File: src/rtl/uart_rx_fifo_if.sv
// CPU-side read/status port of the UART receiver: pop strobe, head byte and sticky error flags.
interface uart_rx_fifo_if;
    logic       rd_en;
    logic       clr_err;
    logic [7:0] rd_data;
    logic       rd_valid;
    logic       rx_busy;
    logic       overrun;
    logic       frame_err;

    modport master (
        output rd_en, clr_err,
        input  rd_data, rd_valid, rx_busy, overrun, frame_err
    );

    modport slave (
        input  rd_en, clr_err,
        output rd_data, rd_valid, rx_busy, overrun, frame_err
    );
endinterface

File: src/rtl/uart_rx_fifo.sv
// 8N1 UART receiver with a first-word fall-through byte FIFO and sticky overrun/framing flags.
module uart_rx_fifo #(
    parameter int FIFO_DEPTH = 16,
    parameter int DIV_WIDTH  = 16
) (
    input  logic                 clk,
    input  logic                 rst,
    input  logic                 rx,
    input  logic [DIV_WIDTH-1:0] divisor,
    uart_rx_fifo_if.slave        bus
);

    localparam int PW = $clog2(FIFO_DEPTH);

    typedef enum logic [1:0] {IDLE, START, DATA, STOP} state_e;

    state_e               state_q, state_d;
    logic                 sync1_q, rxs_q, rxs_prev_q;
    logic [1:0]           flush_q, flush_d;
    logic                 start_edge;
    logic [DIV_WIDTH-1:0] div_q, div_d;
    logic [DIV_WIDTH-1:0] cnt_q, cnt_d;
    logic [DIV_WIDTH-1:0] half;
    logic [2:0]           bitidx_q, bitidx_d;
    logic [7:0]           shift_q, shift_d;
    logic                 push;
    logic                 set_frame_err;

    logic [7:0]           mem_q [FIFO_DEPTH];
    logic [PW-1:0]        wptr_q, wptr_d;
    logic [PW-1:0]        rptr_q, rptr_d;
    logic [PW:0]          count_q, count_d;
    logic                 full, empty, pop, wr_en, set_overrun;
    logic                 overrun_q, overrun_d;
    logic                 frame_err_q, frame_err_d;

    always_ff @(posedge clk) begin
        if (rst) begin
            sync1_q    <= 1'b1;
            rxs_q      <= 1'b1;
            rxs_prev_q <= 1'b1;
            flush_q    <= '0;
        end else begin
            sync1_q    <= rx;
            rxs_q      <= sync1_q;
            rxs_prev_q <= rxs_q;
            flush_q    <= flush_d;
        end
    end

    // Edges are qualified only once the synchroniser holds real rx history,
    // so a line held low across reset release is not mistaken for a start bit.
    always_comb begin
        flush_d    = (flush_q == 2'd3) ? flush_q : flush_q + 2'd1;
        start_edge = (flush_q == 2'd3) && rxs_prev_q && !rxs_q;
        half       = div_q >> 1;
    end

    always_comb begin
        state_d       = state_q;
        cnt_d         = cnt_q + DIV_WIDTH'(1);
        div_d         = div_q;
        bitidx_d      = bitidx_q;
        shift_d       = shift_q;
        push          = 1'b0;
        set_frame_err = 1'b0;
        case (state_q)
            IDLE: begin
                cnt_d = '0;
                if (start_edge) begin
                    state_d = START;
                    cnt_d   = DIV_WIDTH'(1);
                    div_d   = (divisor < DIV_WIDTH'(2)) ? DIV_WIDTH'(2) : divisor;
                end
            end
            START: begin
                if (cnt_q == half) begin
                    if (rxs_q) begin
                        state_d = IDLE;
                        cnt_d   = '0;
                    end else begin
                        state_d  = DATA;
                        cnt_d    = DIV_WIDTH'(1);
                        bitidx_d = '0;
                    end
                end
            end
            DATA: begin
                if (cnt_q == div_q) begin
                    shift_d  = {rxs_q, shift_q[7:1]};
                    cnt_d    = DIV_WIDTH'(1);
                    bitidx_d = bitidx_q + 3'd1;
                    if (bitidx_q == 3'd7) begin
                        state_d = STOP;
                    end
                end
            end
            STOP: begin
                if (cnt_q == div_q) begin
                    state_d = IDLE;
                    cnt_d   = '0;
                    if (rxs_q) begin
                        push = 1'b1;
                    end else begin
                        set_frame_err = 1'b1;
                    end
                end
            end
            default: begin
                state_d = IDLE;
                cnt_d   = '0;
            end
        endcase
    end

    // A push into a full FIFO still lands when the same cycle pops the head.
    always_comb begin
        full        = (count_q == (PW+1)'(FIFO_DEPTH));
        empty       = (count_q == '0);
        pop         = bus.rd_en && !empty;
        wr_en       = push && (!full || pop);
        set_overrun = push && full && !pop;
        wptr_d      = wr_en ? wptr_q + PW'(1) : wptr_q;
        rptr_d      = pop   ? rptr_q + PW'(1) : rptr_q;
        count_d     = count_q;
        case ({wr_en, pop})
            2'b10:   count_d = count_q + (PW+1)'(1);
            2'b01:   count_d = count_q - (PW+1)'(1);
            default: count_d = count_q;
        endcase
        overrun_d   = set_overrun   ? 1'b1 : (bus.clr_err ? 1'b0 : overrun_q);
        frame_err_d = set_frame_err ? 1'b1 : (bus.clr_err ? 1'b0 : frame_err_q);
    end

    always_ff @(posedge clk) begin
        if (rst) begin
            state_q     <= IDLE;
            cnt_q       <= '0;
            div_q       <= '0;
            bitidx_q    <= '0;
            shift_q     <= '0;
            wptr_q      <= '0;
            rptr_q      <= '0;
            count_q     <= '0;
            overrun_q   <= 1'b0;
            frame_err_q <= 1'b0;
        end else begin
            state_q     <= state_d;
            cnt_q       <= cnt_d;
            div_q       <= div_d;
            bitidx_q    <= bitidx_d;
            shift_q     <= shift_d;
            wptr_q      <= wptr_d;
            rptr_q      <= rptr_d;
            count_q     <= count_d;
            overrun_q   <= overrun_d;
            frame_err_q <= frame_err_d;
        end
    end

    always_ff @(posedge clk) begin
        if (wr_en) begin
            mem_q[wptr_q] <= shift_q;
        end
    end

    assign bus.rd_data   = mem_q[rptr_q];
    assign bus.rd_valid  = !empty;
    assign bus.rx_busy   = (state_q != IDLE);
    assign bus.overrun   = overrun_q;
    assign bus.frame_err = frame_err_q;

endmodule

File: src/flat_wrapper.sv
// flat-port wrapper written by rule: the top's interface ports become plain ports
module uart_rx_fifo_flat 
#(
    parameter int FIFO_DEPTH = 16,
    parameter int DIV_WIDTH  = 16
)
  (clk, rst, rx, divisor, bus_rd_en, bus_clr_err, bus_rd_data, bus_rd_valid, bus_rx_busy, bus_overrun, bus_frame_err);
  uart_rx_fifo_if bus_i ();
  input  logic clk;
  input  logic rst;
  input  logic rx;
  input  logic [DIV_WIDTH-1:0] divisor;
  input wire logic [$bits(bus_i.rd_en)-1:0] bus_rd_en;
  input wire logic [$bits(bus_i.clr_err)-1:0] bus_clr_err;
  output wire logic [$bits(bus_i.rd_data)-1:0] bus_rd_data;
  output wire logic [$bits(bus_i.rd_valid)-1:0] bus_rd_valid;
  output wire logic [$bits(bus_i.rx_busy)-1:0] bus_rx_busy;
  output wire logic [$bits(bus_i.overrun)-1:0] bus_overrun;
  output wire logic [$bits(bus_i.frame_err)-1:0] bus_frame_err;
  assign bus_i.rd_en = bus_rd_en;
  assign bus_i.clr_err = bus_clr_err;
  assign bus_rd_data = bus_i.rd_data;
  assign bus_rd_valid = bus_i.rd_valid;
  assign bus_rx_busy = bus_i.rx_busy;
  assign bus_overrun = bus_i.overrun;
  assign bus_frame_err = bus_i.frame_err;
  uart_rx_fifo #(.FIFO_DEPTH(FIFO_DEPTH), .DIV_WIDTH(DIV_WIDTH)) u_core (.clk(clk), .rst(rst), .rx(rx), .divisor(divisor), .bus(bus_i));
endmodule
File: config.mk
export PLATFORM = sky130hd
export DESIGN_NAME = uart_rx_fifo_flat
export DESIGN_NICKNAME = d
export VERILOG_FILES = /design/src/rtl/uart_rx_fifo_if.sv /design/src/rtl/uart_rx_fifo.sv /design/src/flat_wrapper.sv
export SDC_FILE = /design/constraint.sdc
export NUM_CORES = 1
export LEC_CHECK = 0
export CAP_MARGIN = 0
export CORE_MARGIN = 1
export CORE_UTILIZATION = 32
export DETAILED_ROUTE_END_ITERATION = 6
export SKIP_LAST_GASP = 1
export SLEW_MARGIN = 10
export SYNTH_ARGS = -nofsm -noshare
export SYNTH_HDL_FRONTEND = slang
export SYNTH_SLANG_ARGS = --single-unit
File: constraint.sdc
create_clock -name clk -period 4.33 [get_ports clk]
set_input_delay 0.866 -clock clk [delete_from_list [all_inputs] [get_ports clk]]
set_output_delay 0.866 -clock clk [all_outputs]
set_load 0.05 [all_outputs]
==> results.json, run 1 <==
{
  "clkPwrFrac_pct": 37.2,
  "critPathLaunchType": "flop",
  "place.gp.congestion": 0.805,
  "drc": 0,
  "hold_start": "u_core.sync1_q",
  "final_cells": 951,
  "die_h_um": 163,
  "cts_num_sinks": 197,
  "slowest_delay_ps": 710,
  "switching_share_pct": 25.7,
  "yosysTopAreaCell": "edfxtp_1",
  "vias": 4645,
  "setup_viol": 0,
  "first_global_vias": 4776,
  "r2r-start": "u_core.cnt_q[0]",
  "path_clk_slew_ps": 70,
  "layout-drive-gt1-share_pct": 15.5,
  "fin_crit_ps": 3680,
  "clock_latency_ps": 430,
  "coreArea_sq_um": 25300,
  "crit_arrival_ps": 2820,
  "p_per_area_nw_per_um2": 464,
  "grt_pass1_wl_mm": 25.7,
  "worstHoldPathType": "reg2reg",
  "cts_inserted_buffers": 17,
  "htree_levels": 4,
  "synth_nets": 616,
  "drt_first_pass_iters": 4,
  "ir_drop_uv": 254,
  "holdWs_ps": 415,
  "syn2layout_area_growth_pct": 14.7,
  "power.leakage_nw": 3.05,
  "grt_antenna_before_repair": 0,
  "rsz0062_at_grt": "no",
  "tns_ps": 0,
  "worstHoldEndpoint": "u_core.rxs_q",
  "rows": 58,
  "wl_mm": 15.7,
  "viasPerCell": 4.88,
  "dp_worst_setup_slack_ps": 877,
  "holdPathStages": 1,
  "num_antenna_cells": 0,
  "finalMaxSlewViolations": 0,
  "track_usage_pct": 12.7,
  "r2r-end": "u_core.mem_q[6][4]",
  "finalClockSkew_ps": 12.8,
  "synth-edff-count": 128,
  "status": "complete, no violations",
  "syn_area_per_cell_sq_um": 14.2,
  "synth_top_area_share_pct": 46.3,
  "cap_violations": 0,
  "cp_slowest_cell": "clkdlybuf4s50_1",
  "die-area_sq_um": 26600,
  "gr-total-overflow": 0,
  "reg2reg_depth": 7,
  "yosysMostFrequentCell": "edfxtp_1",
  "seqPwrFrac_pct": 46.6,
  "final_nets": 640,
  "p_int_mw": 3.28,
  "clock_path_buffers": 2,
  "maxSlewHeadroom_pct": 32.2,
  "fin_crit_sh_pct": 85.0,
  "tightest_slew_ps": 1010,
  "synth_commonest_cells": "edfxtp_1, dfxtp_1, nor2_1",
  "async_reset_ff_share_pct": 0,
  "switching_power_mw": 1.13,
  "worst_slack_ps": 648,
  "wl_per_cell_um": 16.5,
  "die_w_um": 163,
  "first_iter_violations": 357,
  "power_frac_comb_pct": 16.3,
  "crit_chain": "buf_12 > mux4_2 > mux4_2 > clkdlybuf4s50_1",
  "timing_worst_setup_path_type": "reg2out",
  "cts-hold-fix-buffers": 0,
  "regToRegSetupSlack_ps": 1270,
  "cp.required_ps": 3460,
  "path_common_cell": "mux4_2",
  "initial_core_util_pct": 32.8,
  "grt_max_degree": 57,
  "ant_nets": 0,
  "synth_cell_types": 49,
  "crit_buf_inv": 2,
  "ios": 33,
  "yosysWarningCount": 0,
  "end_kind": "output port",
  "tritoncts": "done",
  "ys_top_cells_by_area": "edfxtp_1, dfxtp_1, mux4_2, xnor2_1, nor2_1",
  "fmax_mhz": 272,
  "placed_cells": 919,
  "ys_seq_area_share_pct": 63.0,
  "hold_violations": 0,
  "synth_seq_cells": 197,
  "syn-cell-area_sq_um": 8300,
  "netlist_instances": 584,
  "path_delay_family": "multiplexers",
  "cts_resized": 0,
  "place.detailed.hpwl_mm": 10.7,
  "root_buffer": "clkbuf_16",
  "postCtsSetupBuffers": 0,
  "ys.flop_type": "edfxtp_1",
  "critPathMaxFanout": 32,
  "numPortBuffers": 32
}
==> cell usage in the layout, fill, tap and decap left out, types with 5 or more instances in the layout <==
cell,synthesis,final
a21oi_1,28,28
and3_1,6,6
buf_4,1,8
clkbuf_16,0,17
clkdlybuf4s50_1,0,31
dfxtp_1,69,68
edfxtp_1,128,128
ha_1,11,11
inv_1,9,9
inv_6,0,5
mux2i_1,13,13
mux4_2,40,40
nand2_1,46,46
nand2b_1,5,5
nand3_1,11,11
nand4_1,12,12
nor2_1,60,60
nor2b_1,6,6
nor3_1,5,5
xnor2_1,30,30
xor2_1,18,18
==> logic make-up (layout without fill, tap and decap cells) <==
group | after synthesis | after routing | synth area share [%]
AO/OA/AOI/OAI | 49 | 49 | 3.50
XOR/XNOR | 51 | 51 | 5.65
adder cells (fa/ha/maj) | 11 | 11 | 1.66
buffers and inverters | 45 | 82 | 2.86
flip-flops | 197 | 197 | 63.0
multiplexers | 57 | 57 | 13.1
AND/OR/NAND/NOR | 174 | 174 | 10.3
==> worst max path at each step <==
stage               depth (start not counted)  slack [ps]                end               from
finish                                      4         650     bus_rd_data[1]               flop
global route                                4         530     bus_rd_data[7]               flop
CTS                                         4         600     bus_rd_data[5]               flop
detailed placement                          9         880  u_core.count_q[4]          bus_rd_en
global placement                            9         970  u_core.count_q[4]          bus_rd_en
floorplan                                  11        1370  u_core.count_q[4]  u_core.count_q[1]
==> metrics by stage <==
step / instance area [sq um] / util (%) / power, mW
6_report: 9520 / 37.6 / 4.42
5_1_grt: 9520 / 37.6 / 4.59
4_1_cts: 9520 / 37.6 / 4.46
3_5_place_dp: 8900 / 35.2 / 2.82
3_3_place_gp: 8900 / 35.2 / 2.81
2_1_floorplan: 8300 / - / 2.64
==> power groups by stage <==
stage	Sequential (mW)	Combinational, mW	Clock [mW]
after floorplan	2.07	0.566	0
after global placement	2.09	0.715	0
after detailed placement	2.10	0.727	0
after CTS	2.05	0.728	1.68
after global routing	2.06	0.778	1.75
final	2.06	0.718	1.64
==> metal layers <==
layer / global-route usage (%) / routed length [um] / part of all wire, % / up-vias
met5: 0 / 0 / 0 / -
met1: 16.2 / 7090 / 45 / 2336
li1: - / - / - / 2201
met2: 21.4 / 7900 / 50 / 94
met4: 3.61 / 140 / 0.89 / 0
met3: 3.07 / 590 / 3.8 / 14
==> layout make-up <==
| class | instances | area [sq um] |
|---|---|---|
| Clock buffer | 19 | 433 |
| Sequential cell | 197 | 5230 |
| Timing Repair Buffer | 41 | 395 |
| Inverter | 9 | 33.8 |
| Clock inverter | 13 | 183 |
| Multi-Input combinational cell | 342 | 2840 |
| Tap cell | 330 | 413 |
| Fill cell | 2377 | 15800 |
==> state kept, by name, summed over array words and instances (netlist names), named ones only <==
| name | flops |
|---|---|
| u_core.count_q | 5 |
| u_core.rxs_q | 1 |
| u_core.cnt_q | 16 |
| u_core.bus.frame_err | 1 |
| u_core.rptr_q | 4 |
| u_core.mem_q | 128 |
| u_core.state_q | 1 |
| u_core.bitidx_q | 3 |
| u_core.rxs_prev_q | 1 |
| u_core.flush_q | 2 |
| u_core.shift_q | 8 |
| u_core.bus.overrun | 1 |
| u_core.div_q | 16 |
| u_core.sync1_q | 1 |
| u_core.wptr_q | 4 |
Note: power is estimated with default switching activity, not from simulation.
==> inputs of run 2 (changes only) <==
--- a/config.mk
+++ b/config.mk
@@ -8,5 +8,5 @@
 export CAP_MARGIN = 0
-export CORE_MARGIN = 1
 export CORE_UTILIZATION = 32
 export DETAILED_ROUTE_END_ITERATION = 6
+export SKIP_CTS_REPAIR_TIMING = 1
 export SKIP_LAST_GASP = 1
--- a/constraint.sdc
+++ b/constraint.sdc
@@ -3,2 +3,2 @@
 set_output_delay 0.866 -clock clk [all_outputs]
-set_load 0.05 [all_outputs]
+set_load 0.01 [all_outputs]
==> run 2 against run 1 <==
Compared with the run above:
- first-iteration DRC count increased by 20%
- critical path type unchanged
- via count decreased by 0.97%
- count of clock-buffer cells in the layout decreased by 1
- critical path depth unchanged
- critical endpoint is now bus_rd_data[6]
- power decreased by 4.4%
- largest cell class unchanged
- flip-flop and latch count unchanged
- combinational power decreased by 17%
==> results.json, run 2 (same netlist as run 1, synthesis figures left out) <==
{
  "cap_violations": 0,
  "r2r-start": "u_core.cnt_q[0]",
  "placed_cells": 919,
  "coreArea_sq_um": 25300,
  "wl_mm": 16.0,
  "worstHoldEndpoint": "u_core.rxs_q",
  "first_global_vias": 4765,
  "clock_path_buffers": 2,
  "final_util_pct": 37.4,
  "vias": 4600,
  "largest_reg_flops": 128,
  "fin_crit_sh_pct": 89.4,
  "die_w_um": 163,
  "gr-total-overflow": 0,
  "rows": 58,
  "finalMaxSlewViolations": 0,
  "hold_start": "u_core.sync1_q",
  "maxSlewHeadroom_pct": 36.5,
  "grt_max_degree": 57,
  "mostFrequentLayoutCell": "edfxtp_1",
  "final_cells": 951,
  "die_h_um": 163,
  "top_regs": "u_core.mem_q: 128 flops, u_core.cnt_q: 16 flops, u_core.div_q: 16 flops",
  "critPathMaxFanout": 16,
  "fin_area_sq_um": 9470,
  "use_met3_pct": 3.30,
  "drc": 0,
  "tns_ps": 0,
  "postPlaceCellArea_sq_um": 8890,
  "holdPathStages": 1,
  "track_usage_pct": 12.8,
  "grt_antenna_before_repair": 0,
  "holdWs_ps": 412,
  "critPathLaunchType": "flop",
  "end_kind": "output port",
  "setup_viol": 0,
  "ant_nets": 0,
  "power.leakage_nw": 3.03,
  "r2r-end": "u_core.mem_q[4][3]",
  "final_nets": 640,
  "hold_violations": 0,
  "grt_pass1_wl_mm": 25.7,
  "path_clk_slew_ps": 70,
  "initial_core_util_pct": 32.8,
  "ir_drop_uv": 229,
  "tritoncts": "done",
  "grtUsageMet1_pct": 16.3,
  "root_buffer": "clkbuf_16",
  "num_antenna_cells": 0,
  "fin_crit_ps": 3870,
  "tightest_slew_ps": 949,
  "regToRegSetupSlack_ps": 970,
  "grt_busiest_layer": "met2",
  "worst_slack_ps": 457,
  "place.detailed.hpwl_mm": 10.9,
  "final_cell_mix": "edfxtp_1, dfxtp_1, nor2_1",
  "power_mw": 4.22,
  "cts_inserted_buffers": 17,
  "fmax_mhz": 258,
  "syn2layout_area_growth_pct": 14.1,
  "cts_num_sinks": 197,
  "first_iter_violations": 429,
  "ios": 33,
  "rsz0062_at_grt": "no",
  "p_per_area_nw_per_um2": 446,
  "status": "complete, no violations",
  "numPortBuffers": 32,
  "die-area_sq_um": 26600,
  "place.gp.congestion": 0.811,
  "clock_latency_ps": 440,
  "drt_first_pass_iters": 4,
  "finalClockSkew_ps": 14.3,
  "wl_per_cell_um": 16.8,
  "crit_arrival_ps": 3010,
  "layout-drive-gt1-share_pct": 15.5,
  "dp_worst_setup_slack_ps": 833,
  "top_register": "u_core.mem_q",
  "htree_levels": 4,
  "cp.required_ps": 3460,
  "worstHoldPathType": "reg2reg",
  "met2_usage_pct": 21.2,
  "viasPerCell": 4.84,
  "reg2reg_depth": 6,
  "timing_worst_setup_path_type": "reg2out"
}
## run 2: how the worst max path moves through the flow
stage | endpoint | start | depth (start not counted)
6_report | bus_rd_data[6] | flop | 4
5_1_grt | bus_rd_data[6] | flop | 4
4_1_cts | bus_rd_data[6] | flop | 4
3_5_place_dp | u_core.count_q[4] | bus_rd_en | 9
3_3_place_gp | bus_rd_data[6] | flop | 4
2_1_floorplan | bus_rd_data[0] | flop | 4
## run 2: report_power, final
part           internal [mW]  switching, mW
sequential              2.01         0.0653
combinational          0.334          0.265
clock                  0.821          0.726
total                   3.17           1.06
## run 2: final cells by class
type | count | area (sq um)
sequential | 197 | 5230
clock buffer | 18 | 429
tap | 330 | 413
inverter | 9 | 33.8
fill | 2345 | 15900
clock inverter | 14 | 150
timing repair buffer | 41 | 383
multi-input combinational | 342 | 2840
## run 2: critical path, stage by stage, from the launching register on
cell             delay, ps
dfxtp_2                700
buf_4                  340
mux4_2                 530
mux4_2                 500
clkdlybuf4s50_1        500
## run 2: metal layers
layer | share of wire (%) | vias up
met5 | 0 | -
met4 | 0.79 | 0
met3 | 4.7 | 9
met2 | 50 | 100
met1 | 44 | 2287
li1 | - | 2204
==> inputs of run 3 (changes only) <==
GPL_ROUTABILITY_DRIVEN = 0   (was not set)
clock period = 4.5 ns   (was 4.33 ns; I/O delays follow)
==> run 3 against run 2 <==
Compared with the run above:
- cell count is 0.21% higher
- critical path type unchanged
- sequential power is 4% lower
- clock power is 3% lower
- worst setup slack better by 170 ps
- global-route usage is 0.41 points higher
- largest cell class unchanged
- die area stayed put
- sequential share of layout area is 0.17 points lower
- flip-flop and latch count stayed put
- core utilization is 0.12 points higher
- wire length is 3.2% higher
- critical path depth stayed put
==> results.json, run 3 (same netlist as run 1, synthesis figures left out) <==
{
  "die_w_um": 163,
  "grt_antenna_before_repair": 0,
  "finalMaxSlewViolations": 0,
  "gr-total-overflow": 0,
  "die_h_um": 163,
  "end_kind": "output port",
  "clock_latency_ps": 440,
  "root_buffer": "clkbuf_16",
  "multi_input_area_sq_um": 2840,
  "path_common_cell": "mux4_2",
  "nFillCells": 2357,
  "top_register": "u_core.mem_q",
  "ios": 33,
  "die-area_sq_um": 26600,
  "slowest_delay_ps": 690,
  "place.detailed.hpwl_mm": 11.4,
  "holdWs_ps": 420,
  "initial_core_util_pct": 32.8,
  "final_cell_mix": "edfxtp_1, dfxtp_1, nor2_1",
  "first_global_vias": 4805,
  "vias": 4670,
  "status": "complete, no violations",
  "postPlaceCellArea_sq_um": 8910,
  "maxSlewHeadroom_pct": 34.4,
  "wl_per_cell_um": 17.3,
  "critPathLaunchType": "flop",
  "ant_nets": 0,
  "cts_inserted_buffers": 17,
  "top_regs": "u_core.mem_q: 128 flops, u_core.cnt_q: 16 flops, u_core.div_q: 16 flops",
  "syn2layout_area_growth_pct": 14.5,
  "critPathMaxFanout": 16,
  "finalClockSkew_ps": 10.8,
  "path_clk_slew_ps": 80,
  "hold_violations": 0,
  "cp_slowest_cell": "dfxtp_2",
  "power.leakage_nw": 3.05,
  "ff_latch_area_sq_um": 5230,
  "grt_max_degree": 57,
  "setup_viol": 0,
  "cap_violations": 0,
  "first_iter_violations": 318,
  "crit_arrival_ps": 2980,
  "coreArea_sq_um": 25300,
  "fin_area_sq_um": 9500,
  "drc": 0,
  "layout-drive-gt1-share_pct": 15.9,
  "fin_crit_ps": 3880,
  "tns_ps": 0,
  "tritoncts": "done",
  "numPortBuffers": 32,
  "viasPerCell": 4.90,
  "ir_drop_uv": 312,
  "rows": 58,
  "largest_reg_flops": 128,
  "fin_crit_sh_pct": 86.2,
  "crit_chain": "buf_4 > mux4_2 > mux4_2 > clkdlybuf4s50_1",
  "num_antenna_cells": 0,
  "grt_pass1_wl_mm": 26.4,
  "clock_path_buffers": 2,
  "wl_mm": 16.5,
  "worstHoldPathType": "reg2reg",
  "p_per_area_nw_per_um2": 430,
  "fmax_mhz": 258,
  "cts_num_sinks": 197,
  "tightest_slew_ps": 981,
  "cp.required_ps": 3600,
  "htree_levels": 4,
  "timing_worst_setup_path_type": "reg2out",
  "track_usage_pct": 13.2,
  "mostFrequentLayoutCell": "edfxtp_1",
  "rsz0062_at_grt": "no",
  "drt_first_pass_iters": 6,
  "final_nets": 642
}
==> run 3: cell types whose count changed in the layout (fill, tap and decap cells not counted), sizes merged <==
cell,previous run,this run
clkinv,2,6
buf,10,12
clkinvlp,2,0
bufinv,1,0
clkbuf,18,17
==> run 3: routing by layer <==
layer / routed length, um / GRT usage, % / share of wire [%] / vias to the layer above
met2: 8170 / 22.0 / 50 / 109
met1: 7500 / 16.9 / 46 / 2332
li1: - / - / - / 2211
met5: 0 / 0 / 0 / -
met4: 182 / 3.44 / 1.1 / 0
met3: 628 / 3.38 / 3.8 / 18
==> run 3: layout make-up <==
| cell class | count | area share, % |
|---|---|---|
| Clock inverter | 15 | 1.78 |
| Multi-Input combinational cell | 342 | 29.9 |
| Clock buffer | 17 | 4.48 |
| Inverter | 9 | 0.356 |
| Sequential cell | 197 | 55.0 |
| Timing Repair Buffer | 43 | 4.19 |
| Tap cell | 330 | 4.35 |
==> run 3: final timing paths <==
path | cells past startpoint | slack (ps) | endpoint | from
setup / recovery | 4 | 620 | bus_rd_data[6] | flop
hold / removal | 1 | 420 | u_core.rxs_q | u_core.sync1_q
setup reg to reg | 7 | 1400 | u_core.mem_q[13][6] | u_core.cnt_q[0]
hold reg to reg | 1 | 420 | u_core.rxs_q | u_core.sync1_q
==> run 3: where the power goes <==
part	switching, mW	leakage (nW)	internal (mW)
registers	0.0628	1.74	1.93
logic	0.255	1.02	0.324
clock network	0.754	0.291	0.753
total	1.07	3.05	3.01
==> run 3: stage by stage <==
stage	cells	power (mW)	setup WS [ps]	util, %
after CTS	953	4.12	537	37.5
after detailed placement	921	2.62	974	35.2
final	953	4.08	623	37.5
after floorplan	584	2.45	1770	-
after global routing	953	4.24	408	37.5
after global placement	921	2.60	1030	35.2
==> run 3: worst max-delay path, delay by kind of cell, from the launching register on <==
family,cells,cell delay [ps]
mux,2,1010
buf+inv,2,820
flops,1,690
